$ cat src/rtl/umi_pack_buf.sv
// umi_pack_buf: packs decoded UMI transaction fields into one 256-bit UMI packet.
// Latency: 1 cycle from input acceptance to out_valid. Sustains 1 packet/cycle.
// Backpressure: 2-entry skid buffer. in_ready comes straight from state flops, with no out_ready path.
// Optional: define UMI_PACK_BUF_STATS_EN to add the pkt_count output-transfer counter.
module umi_pack_buf #(
    parameter int AW = 64,
    parameter int UW = 256
) (
    input  logic            clk,
    input  logic            nreset,
    input  logic            in_valid,
    output logic            in_ready,
    input  logic            write,
    input  logic [6:0]      command,
    input  logic [3:0]      size,
    input  logic [19:0]     options,
    input  logic [AW-1:0]   dstaddr,
    input  logic [AW-1:0]   srcaddr,
    input  logic [4*AW-1:0] data,
    output logic            out_valid,
    input  logic            out_ready,
`ifdef UMI_PACK_BUF_STATS_EN
    output logic [31:0]     pkt_count,
`endif
    output logic [UW-1:0]   out_packet
);

    // Packet layout, MSB first. This is the inverse of the UMI unpack field mapping.
    typedef struct packed {
        logic [31:0] dst_hi;
        logic [31:0] src_hi;
        logic [31:0] data_w2;
        logic [31:0] data_w1;
        logic [31:0] data_w0;
        logic [31:0] src_lo;
        logic [31:0] dst_lo;
        logic [19:0] options;
        logic [3:0]  size;
        logic [6:0]  command;
        logic        write;
    } pkt_t;

    // State bit 0 is out_valid. State bit 1 marks the skid entry as full, so in_ready is low.
    typedef enum logic [1:0] {
        ST_EMPTY = 2'b00,
        ST_ONE   = 2'b01,
        ST_TWO   = 2'b11
    } state_t;

    state_t state;
    state_t state_nxt;
    pkt_t   pkt_in;
    pkt_t   oreg;
    pkt_t   sreg;
    logic   in_xfer;
    logic   out_xfer;
    logic   load_in;
    logic   load_skid;
    logic   load_from_skid;

    generate
        if (AW == 64 && UW == 256) begin : g_pack
            // Combinational field packing ahead of the buffer
            always_comb begin
                pkt_in         = '0;
                pkt_in.write   = write;
                pkt_in.command = command;
                pkt_in.size    = size;
                pkt_in.options = options;
                pkt_in.dst_lo  = dstaddr[31:0];
                pkt_in.src_lo  = srcaddr[31:0];
                pkt_in.data_w0 = data[31:0];
                pkt_in.data_w1 = data[63:32];
                pkt_in.data_w2 = data[95:64];
                pkt_in.src_hi  = srcaddr[63:32];
                pkt_in.dst_hi  = dstaddr[63:32];
            end
            // data[255:96] is dropped on purpose. On unpack, those positions alias header fields.
            logic unused_data;
            assign unused_data = ^data[4*AW-1:96];
        end else begin : g_bad
            assign pkt_in = '0;
            $error("umi_pack_buf: only AW=64 and UW=256 are supported");
        end
    endgenerate

    assign in_xfer  = in_valid & ~state[1];
    assign out_xfer = state[0] & out_ready;

    // State register
    always_ff @(posedge clk or negedge nreset) begin
        if (!nreset) state <= ST_EMPTY;
        else         state <= state_nxt;
    end

    // Next-state logic for the 0/1/2 occupancy tracker
    always_comb begin
        state_nxt = state;
        case (state)
            ST_EMPTY: if (in_xfer) state_nxt = ST_ONE;
            ST_ONE: begin
                if (in_xfer && !out_xfer)      state_nxt = ST_TWO;
                else if (!in_xfer && out_xfer) state_nxt = ST_EMPTY;
            end
            ST_TWO:   if (out_xfer) state_nxt = ST_ONE;
            default:  state_nxt = ST_EMPTY;
        endcase
    end

    // Handshake outputs decode flops only. Datapath load strobes follow the transfer conditions.
    always_comb begin
        out_valid      = state[0];
        in_ready       = ~state[1];
        load_in        = in_xfer && (state == ST_EMPTY || (state == ST_ONE && out_xfer));
        load_skid      = in_xfer && state == ST_ONE && !out_xfer;
        load_from_skid = out_xfer && state == ST_TWO;
    end

    // Output register. It is reloaded only on the cycle its current packet leaves or when it is empty.
    always_ff @(posedge clk or negedge nreset) begin
        if (!nreset)             oreg <= '0;
        else if (load_in)        oreg <= pkt_in;
        else if (load_from_skid) oreg <= sreg;
    end

    // Skid register. It catches the packet accepted while the output register is stalled.
    always_ff @(posedge clk or negedge nreset) begin
        if (!nreset)        sreg <= '0;
        else if (load_skid) sreg <= pkt_in;
    end

    assign out_packet = oreg;

`ifdef UMI_PACK_BUF_STATS_EN
    // Count output transfers. The counter wraps naturally at 2^32.
    always_ff @(posedge clk or negedge nreset) begin
        if (!nreset)       pkt_count <= '0;
        else if (out_xfer) pkt_count <= pkt_count + 32'd1;
    end
`endif

endmodule

$ cat config.mk
export PLATFORM = sky130hd
export DESIGN_NAME = umi_pack_buf
export DESIGN_NICKNAME = d
export VERILOG_FILES = /design/src/rtl/umi_pack_buf.sv
export SDC_FILE = /design/constraint.sdc
export NUM_CORES = 1
export LEC_CHECK = 0
export CORE_AREA = 2 2 262 264
export CTS_BUF_LIST = sky130_fd_sc_hd__clkbuf_4 sky130_fd_sc_hd__clkbuf_8
export CTS_CLUSTER_DIAMETER = 40
export DETAILED_ROUTE_END_ITERATION = 10
export DIE_AREA = 0 0 264 266
export GPL_ROUTABILITY_DRIVEN = 0
export GPL_TIMING_DRIVEN = 0
export SYNTH_ARGS = -nofsm -noshare
export SYNTH_HDL_FRONTEND = slang
export SYNTH_SLANG_ARGS = --single-unit
$ cat constraint.sdc
create_clock -name clk -period 2.7 [get_ports clk]
set_input_delay 0.405 -clock clk [delete_from_list [all_inputs] [get_ports clk]]
set_output_delay 0.405 -clock clk [all_outputs]
set_load 0.01 [all_outputs]
==> Word level (Yosys, flattened, before mapping) <==
Cells that the tools add are included.
{ "classes": {"eq_ne": 5, "n_bitwise": 3, "reduce_logical": 13, "n_mux": 7} }
{ "ops": {"columns": ["cell", "n"], "rows": [
  ["$mux W256", 2],
  ["$mux W2", 4],
  ["$logic_and A1 B1 Y1", 7],
  ["$pmux W2 S3", 1],
  ["$ne A2 B2 Y1 const B", 2],
  ["$ne A3 B3 Y1 const B", 1],
  ["$reduce_and A3 Y1", 1],
  ["$and A1 B1 Y1", 2],
  ["$eq A2 B1 Y1 const B", 1],
  ["$eq A2 B2 Y1 const B", 1],
  ["$logic_not A1 Y1", 2],
  ["$logic_not A2 Y1", 1],
  ["$reduce_bool A2 Y1", 1],
  ["$logic_or A1 B1 Y1", 1],
  ["$not A1 Y1", 1]
]} }
{ "word_totals": {"input_bits": 420, "word_cells": 51, "output_inout_bits": 258, "reg_bits": 514} }

==> Longest topological paths before layout <==
{ "logic_depth": {"ltp_word": 7, "mapped_depth": 7, "ltp_nobuf": 6} }

==> Least setup slack after synthesis <==
Ideal clock, no wire load.
{ "synth_timing": {"kind": "register -> register", "start": "reg state[0]", "end": "reg oreg, in the netlist out_packet[127]", "required_time_ps": 2575, "path_stages_with_launch": 6, "setup_slack_ps": 742, "arrival_ps": 1833, "n_path_buf": 1, "cell_sequence": "dfrtp_1 ha_1 nand3_2 buf_1 mux2_2 mux2_2"} }
{ "synth_between": {"elab_chain_cells": 5, "elab_cells_between_ends": 10, "classes_between": "2 x eq/ne; 1 x mux; 1 x bitwise; 6 x reduce/logical"} }
{ "synth_lines": {"columns": ["element", "line_no", "text"], "rows": [
  ["from (decl)", "50", "state_t state;"],
  ["from (signal assigned)", "93", "else state <= state_nxt;"],
  ["$eq A2 B1 Y1 / $and A1 B1 Y1 (equally long branches)", "114, 88", null],
  ["$logic_and A1 B1 Y1", "114", "load_in = in_xfer && (state == ST_EMPTY || (state == ST_ONE && out_xfer));"],
  ["$logic_or A1 B1 Y1", "114", null],
  ["$logic_and A1 B1 Y1", "114", null],
  ["$mux W256 / $reduce_bool A2 Y1 (equally long branches)", null, null],
  ["to (signal assigned)", "122", "else if (load_in) oreg <= pkt_in;"],
  ["to (signal assigned)", "123", "else if (load_from_skid) oreg <= sreg;"],
  ["to (decl)", "53", "pkt_t oreg;"]
]} }
Parallel ways exist; a longest one is shown, timed or not.
A chain may end at the register's enable or synchronous reset.

==> Final worst setup path <==
{ "layout_timing": {"start": "reg state[0]", "end": "reg oreg, in the netlist out_packet[223]"} }
The elaborated chain is that of the path after synthesis.

==> reports/metrics.cfg <==
[hold_path]
min_path_type=in -> async

[floorplan]
chipWidth_um=264
core-area_sq_um=67700
die_height_um=266
io_pins=678
num_rows=96
die_area_sq_um=70200
initial_utilization_pct=33.0

[detailed_routing]
route.met3.wl_mm=7.83
routed_wl_mm=62.5
vias_per_cell=4.65
met1_length_mm=23.9
dr.pass1.iters=4
wl_per_cell_um=20.9
highest_layer=met5
ant_nets=0
vias=13909
drtIter0Drc=439
wl_met2_mm=29.4
drc=0

[synth]
syn_avg_cell_area_sq_um=16.1
synth_top_area_share_pct=57.5
yosys.area.top_type=dfrtp_1
ys_seq_area_share_pct=57.5
yosys_register_bits=514
synthArstFlopShare_pct=100
synth_ff_type=dfrtp_1
synthesis.nets=1816
synth.area.top_cells=dfrtp_1 58%, mux2_2 39%, buf_6 1.4%, buf_4 0.94%, buf_2 0.63%
yosysMostFrequentCell=mux2_2
synthesis.area_sq_um=22400
netlist_instances=1390
synthTopCellsByCount=769 x mux2_2, 514 x dfrtp_1, 28 x buf_2, 28 x buf_4, 27 x buf_6
yosysWarnings=0
synth_cell_type_count=21
synth-edff-count=0

[power_and_ir_drop]
powerDensity_nw_per_um2=1210
vdd_drop_max_uv=614
p_leak_uw=0.0131
total_power_uw=37800

[clocking]
cts_tree=done
post_cts_buffers=0
ctsRootBufferMaster=clkbuf_8
cts.path.max_buffers=3
cts_hold_buf=1
cts.clk_slew.worst_paths_ns=0.06
cts.sinks=514
htreeDepth=3
cts_buffers=102
cts_resized=0
worstSkewPairLatency_ns=0.69

[placed_design]
io_buffers=517
pre_cts_slack_ns=0.0103
dp_hpwl_mm=45.9

[layout]
fin_nets=2443
drive_gt1_share_pct=49.8
nFillCells=5995
utilization_pct=46.0
area_delta_synth_final_pct=39.2

[timing]
finalCritPeriodShare_pct=94.5
rsz0062_at_grt=no
setup_slack_ns=0.149
slew_headroom_pct=32.7
finalSetupTns_ns=0
worst_pin_slew_ns=1.01
setup_viol=0
slew_violations=0
min_period_ns=2.55
fin_skew_ns=0.0328
hold_viol=0
fmax_mhz=392

[flow_run]
max_cap_viol_count=0

[global_routing]
grt_usage_pct=17.7
grt_overflow=0
grt_first_pass_wirelength_mm=93.8
grt_max_degree=113
grt_pass1_vias=15481
grt_antenna_before_repair=16

[worst_setup_path]
crit_type=reg -> reg
crit_fanout=10
start_kind=register
required_ns=3.23
critPathCaptureType=register
worstReg2RegStart=state[0]
critPathArrivalTime_ns=3.08
cp-startpoint=state[0]

[status]
outcome=finished clean

cells in the final DEF, fill, tap and decap left out, drive strengths merged, types with 2 or more instances in the layout:
cell and count:
buf 90, bufinv 7, clkbuf 152, clkdlybuf4s50 516, clkinv 16, clkinvlp 8, dfrtp 514, diode 6
ha 6, inv 7, mux2 769, nand2 2, nand3 2
stage by stage:
stage / area [sq um] / hold WS [ns] / instances
after CTS: 31100 / 0.130 / 2982
after floorplan: 22400 / 0.109 / 1390
final: 31100 / 0.213 / 2988
after global placement: 28600 / 0.482 / 2789
after detailed placement: 28800 / 0.315 / 2794
after global routing: 31100 / 0.185 / 2984
path summary, 6_finish.rpt:
kind,end,slack (ns),cells after the start
max,out_packet[223],0.15,5
min,out_packet[248],0.21,2
max reg2reg,out_packet[223],0.15,5
min reg2reg,sreg[237],0.50,1
max in group asynchronous,sreg[73],0.36,6
min in group clk,sreg[55],0.35,2
worst max-delay path, cell delays in order, from the launching register on:
cell     delay, ns
dfrtp_1       0.48
ha_1          0.30
nand3_2       0.18
buf_1         0.78
mux2_2        0.41
mux2_2        0.26
state kept, by name, summed over array words and instances, names as in the netlist:
register,count
out_packet,256
state,2
sreg,256
layer usage:
layer | vias up | track usage (%)
met5 | - | 0
met2 | 469 | 29.0
li1 | 6319 | -
met3 | 106 | 10.3
met1 | 6995 | 19.4
met4 | 20 | 5.21
power breakdown:
group          leakage (uW)  switching [uW]  internal [uW]
Clock               0.00121            3490           5260
Sequential          0.00605            1930          11700
Combinational       0.00584            5830           9580
Total                0.0131           11200          26600
kinds of logic (layout without fill, tap and decap cells):
logic type,after synthesis,after routing,synth area share (%)
other,0,6,0
DFF,514,514,57.5
and+or+nand+nor,8,8,0.207
buffers and inverters,87,797,2.99
muxes,769,769,38.7
adders and majority gates,6,6,0.336
AOI/OAI and AO/OA,6,6,0.201
cell type report:
cell class	instances	area (sq um)	area share [%]
clock buffers	152	1920	6.18
multi-input cells	789	8830	28.4
clock inverters	35	404	1.30
plain buffers	84	658	2.11
inverters	3	11.3	0.0362
flip-flops and latches	514	12900	41.3
well taps	882	1100	3.54
repair buffers	523	5330	17.1
diodes	6	15.0	0.0482
No activity file was read; power rests on OpenSTA's default activity.
==> patch (same settings) <==
Add a define of `UMI_PACK_BUF_STATS_EN`.
--- a/src/rtl/umi_pack_buf.sv
+++ b/src/rtl/umi_pack_buf.sv
@@ -3,4 +3,6 @@
 // Backpressure: 2-entry skid buffer. in_ready comes straight from state flops, with no out_ready path.
 // Optional: define UMI_PACK_BUF_STATS_EN to add the pkt_count output-transfer counter.
+`define UMI_PACK_BUF_STATS_EN
+
 module umi_pack_buf #(
     parameter int AW = 64,
Formal check against the unedited RTL (old outputs only; new: pkt_count): same outputs for any inputs over 4 cycles, from zero or initial values and one cycle with nreset low; that may be too few to reach the edited logic, so the function may still have changed.
==> patch against the unedited design <==
Wire length is 16% higher. Power fell by 4.1%. Setup slack gained 0.057 ns. Area after synthesis is 1.8% higher. Cell area up 2.4%. Largest cell class unchanged. Sequential cell count is 32 higher. Core utilization rose by 1.1 points. Via count increased by 21%. Cell count grew 15%. Largest power group is now registers.
==> patch: results (changes against the unedited design) <==
| Metric | Value |
|---|---|
| Outcome | `finished, final reports clean (unchanged)` |
| Nets | `2,889 (was 2,443)` |
| Reg2reg start | `state[1]$_DFFE_PN0P_ (was state[0]$_DFFE_PN0P_)` |
| Clk pwr share | `24.3% (was 23.1%)` |
| Post-CTS sizing | `4 (was 0)` |
| Metal1 wirelength | `30,300 µm (was 23,900 µm)` |
| Post-DP HPWL | `52,400 µm (was 45,900 µm)` |
| Max VDD drop | `611 µV (was 614 µV)` |
| Flop pwr share | `39.2% (was 36.1%)` |
| Synth cell count leaders | `546 x dfrtp_1, 272 x nand2_1, 258 x o21ai_0, 257 x mux2_2, 256 x mux2i_1 (was 769 x mux2_2, 514 x dfrtp_1, 28 x buf_2, 28 x buf_4, 27 x buf_6)` |
| DRT iter0 DRCs | `956 (was 439)` |
| GR Util met3 | `8.56% (was 10.3%)` |
| Max-slew headroom | `39.3% (was 32.7%)` |
| DR WL/cell | `21.1 µm (was 20.9 µm)` |
| Syn nets | `2,228 (was 1,816)` |
| First-pass GRT wire length | `109,000 µm (was 93,800 µm)` |
| First-pass DRT Iterations | `5 (was 4)` |
| P_sw | `11,900 µW (was 11,200 µW)` |
| Met2 Use GR | `31.6% (was 29.0%)` |
| CP peak stage delay | `0.44 ns (was 0.78 ns)` |
| M1 GR Usage | `25.4% (was 19.4%)` |
| Max Clock Skew | `0.0585 ns (was 0.0328 ns)` |
| Compound-Gate Fraction of Synth Area | `5.77% (was 0.201%)` |
| XOR/XNOR share of the synthesized area | `1.19% (was 0%)` |
| Layout cells sized above 1 | `21.4% (was 49.8%)` |
| Area contributors post-synth | `dfrtp_1 60%, mux2_2 13%, mux2i_1 11% (was dfrtp_1 58%, mux2_2 39%, buf_6 1.4%)` |
| Number of global-route vias before repair | `17,600 (was 15,500)` |
| Reg-to-Reg End | `out_packet[103]$_DFFE_PN0P_ (was out_packet[223]$_DFFE_PN0P_)` |
| Largest net degree at the start of global routing | `123 (was 113)` |
| Total GRT Usage | `20.4% (was 17.7%)` |
| Unique cell type count in the Yosys netlist | `35 (was 21)` |
| DR vias | `16,800 (was 13,900)` |
| Reg2Reg Depth | `8 (was 5)` |
| Met3 routed WL | `7280 µm (was 7830 µm)` |
| Port bufs | `549 (was 517)` |
| Initial antenna violation count | `17 (was 16)` |
| WL met2 | `33,100 µm (was 29,400 µm)` |
==> patch: cell count changes after synthesis, moves of 12 or more <==
cell / change
buf_2: +40
o21ai_0: +258
clkbuf_1: +34
dfrtp_1: +32
buf_4: -17
xor2_1: +12
mux2_2: -512
buf_6: -25
nand2_1: +270
mux2i_1: +256
xnor2_1: +19
==> patch: cell type report <==
cell class	instances	area, µm²
Fill cell	6113	35900
Sequential cell	546	13700
Multi-Input combinational cell	1136	8510
Timing Repair Buffer	557	5660
Clock buffer	160	2000
Tap cell	882	1100
Buffer	115	581
Clock inverter	24	307
Antenna cell	10	25.0
Inverter	5	21.3
==> patch: metrics by stage <==
stage                     area [µm²]  setup WS (ns)  instances  hold WS (ns)  power (µW)
after floorplan                22800          0.839       1802         0.109       20400
after global placement         29400         -22.79       3233         0.481       27200
after detailed placement       29500         -0.651       3237         0.483       27600
after CTS                      31800         0.0198       3422         0.220       36700
after global routing           31900       0.000698       3434         0.254       38600
final                          31900          0.206       3435         0.294       36300
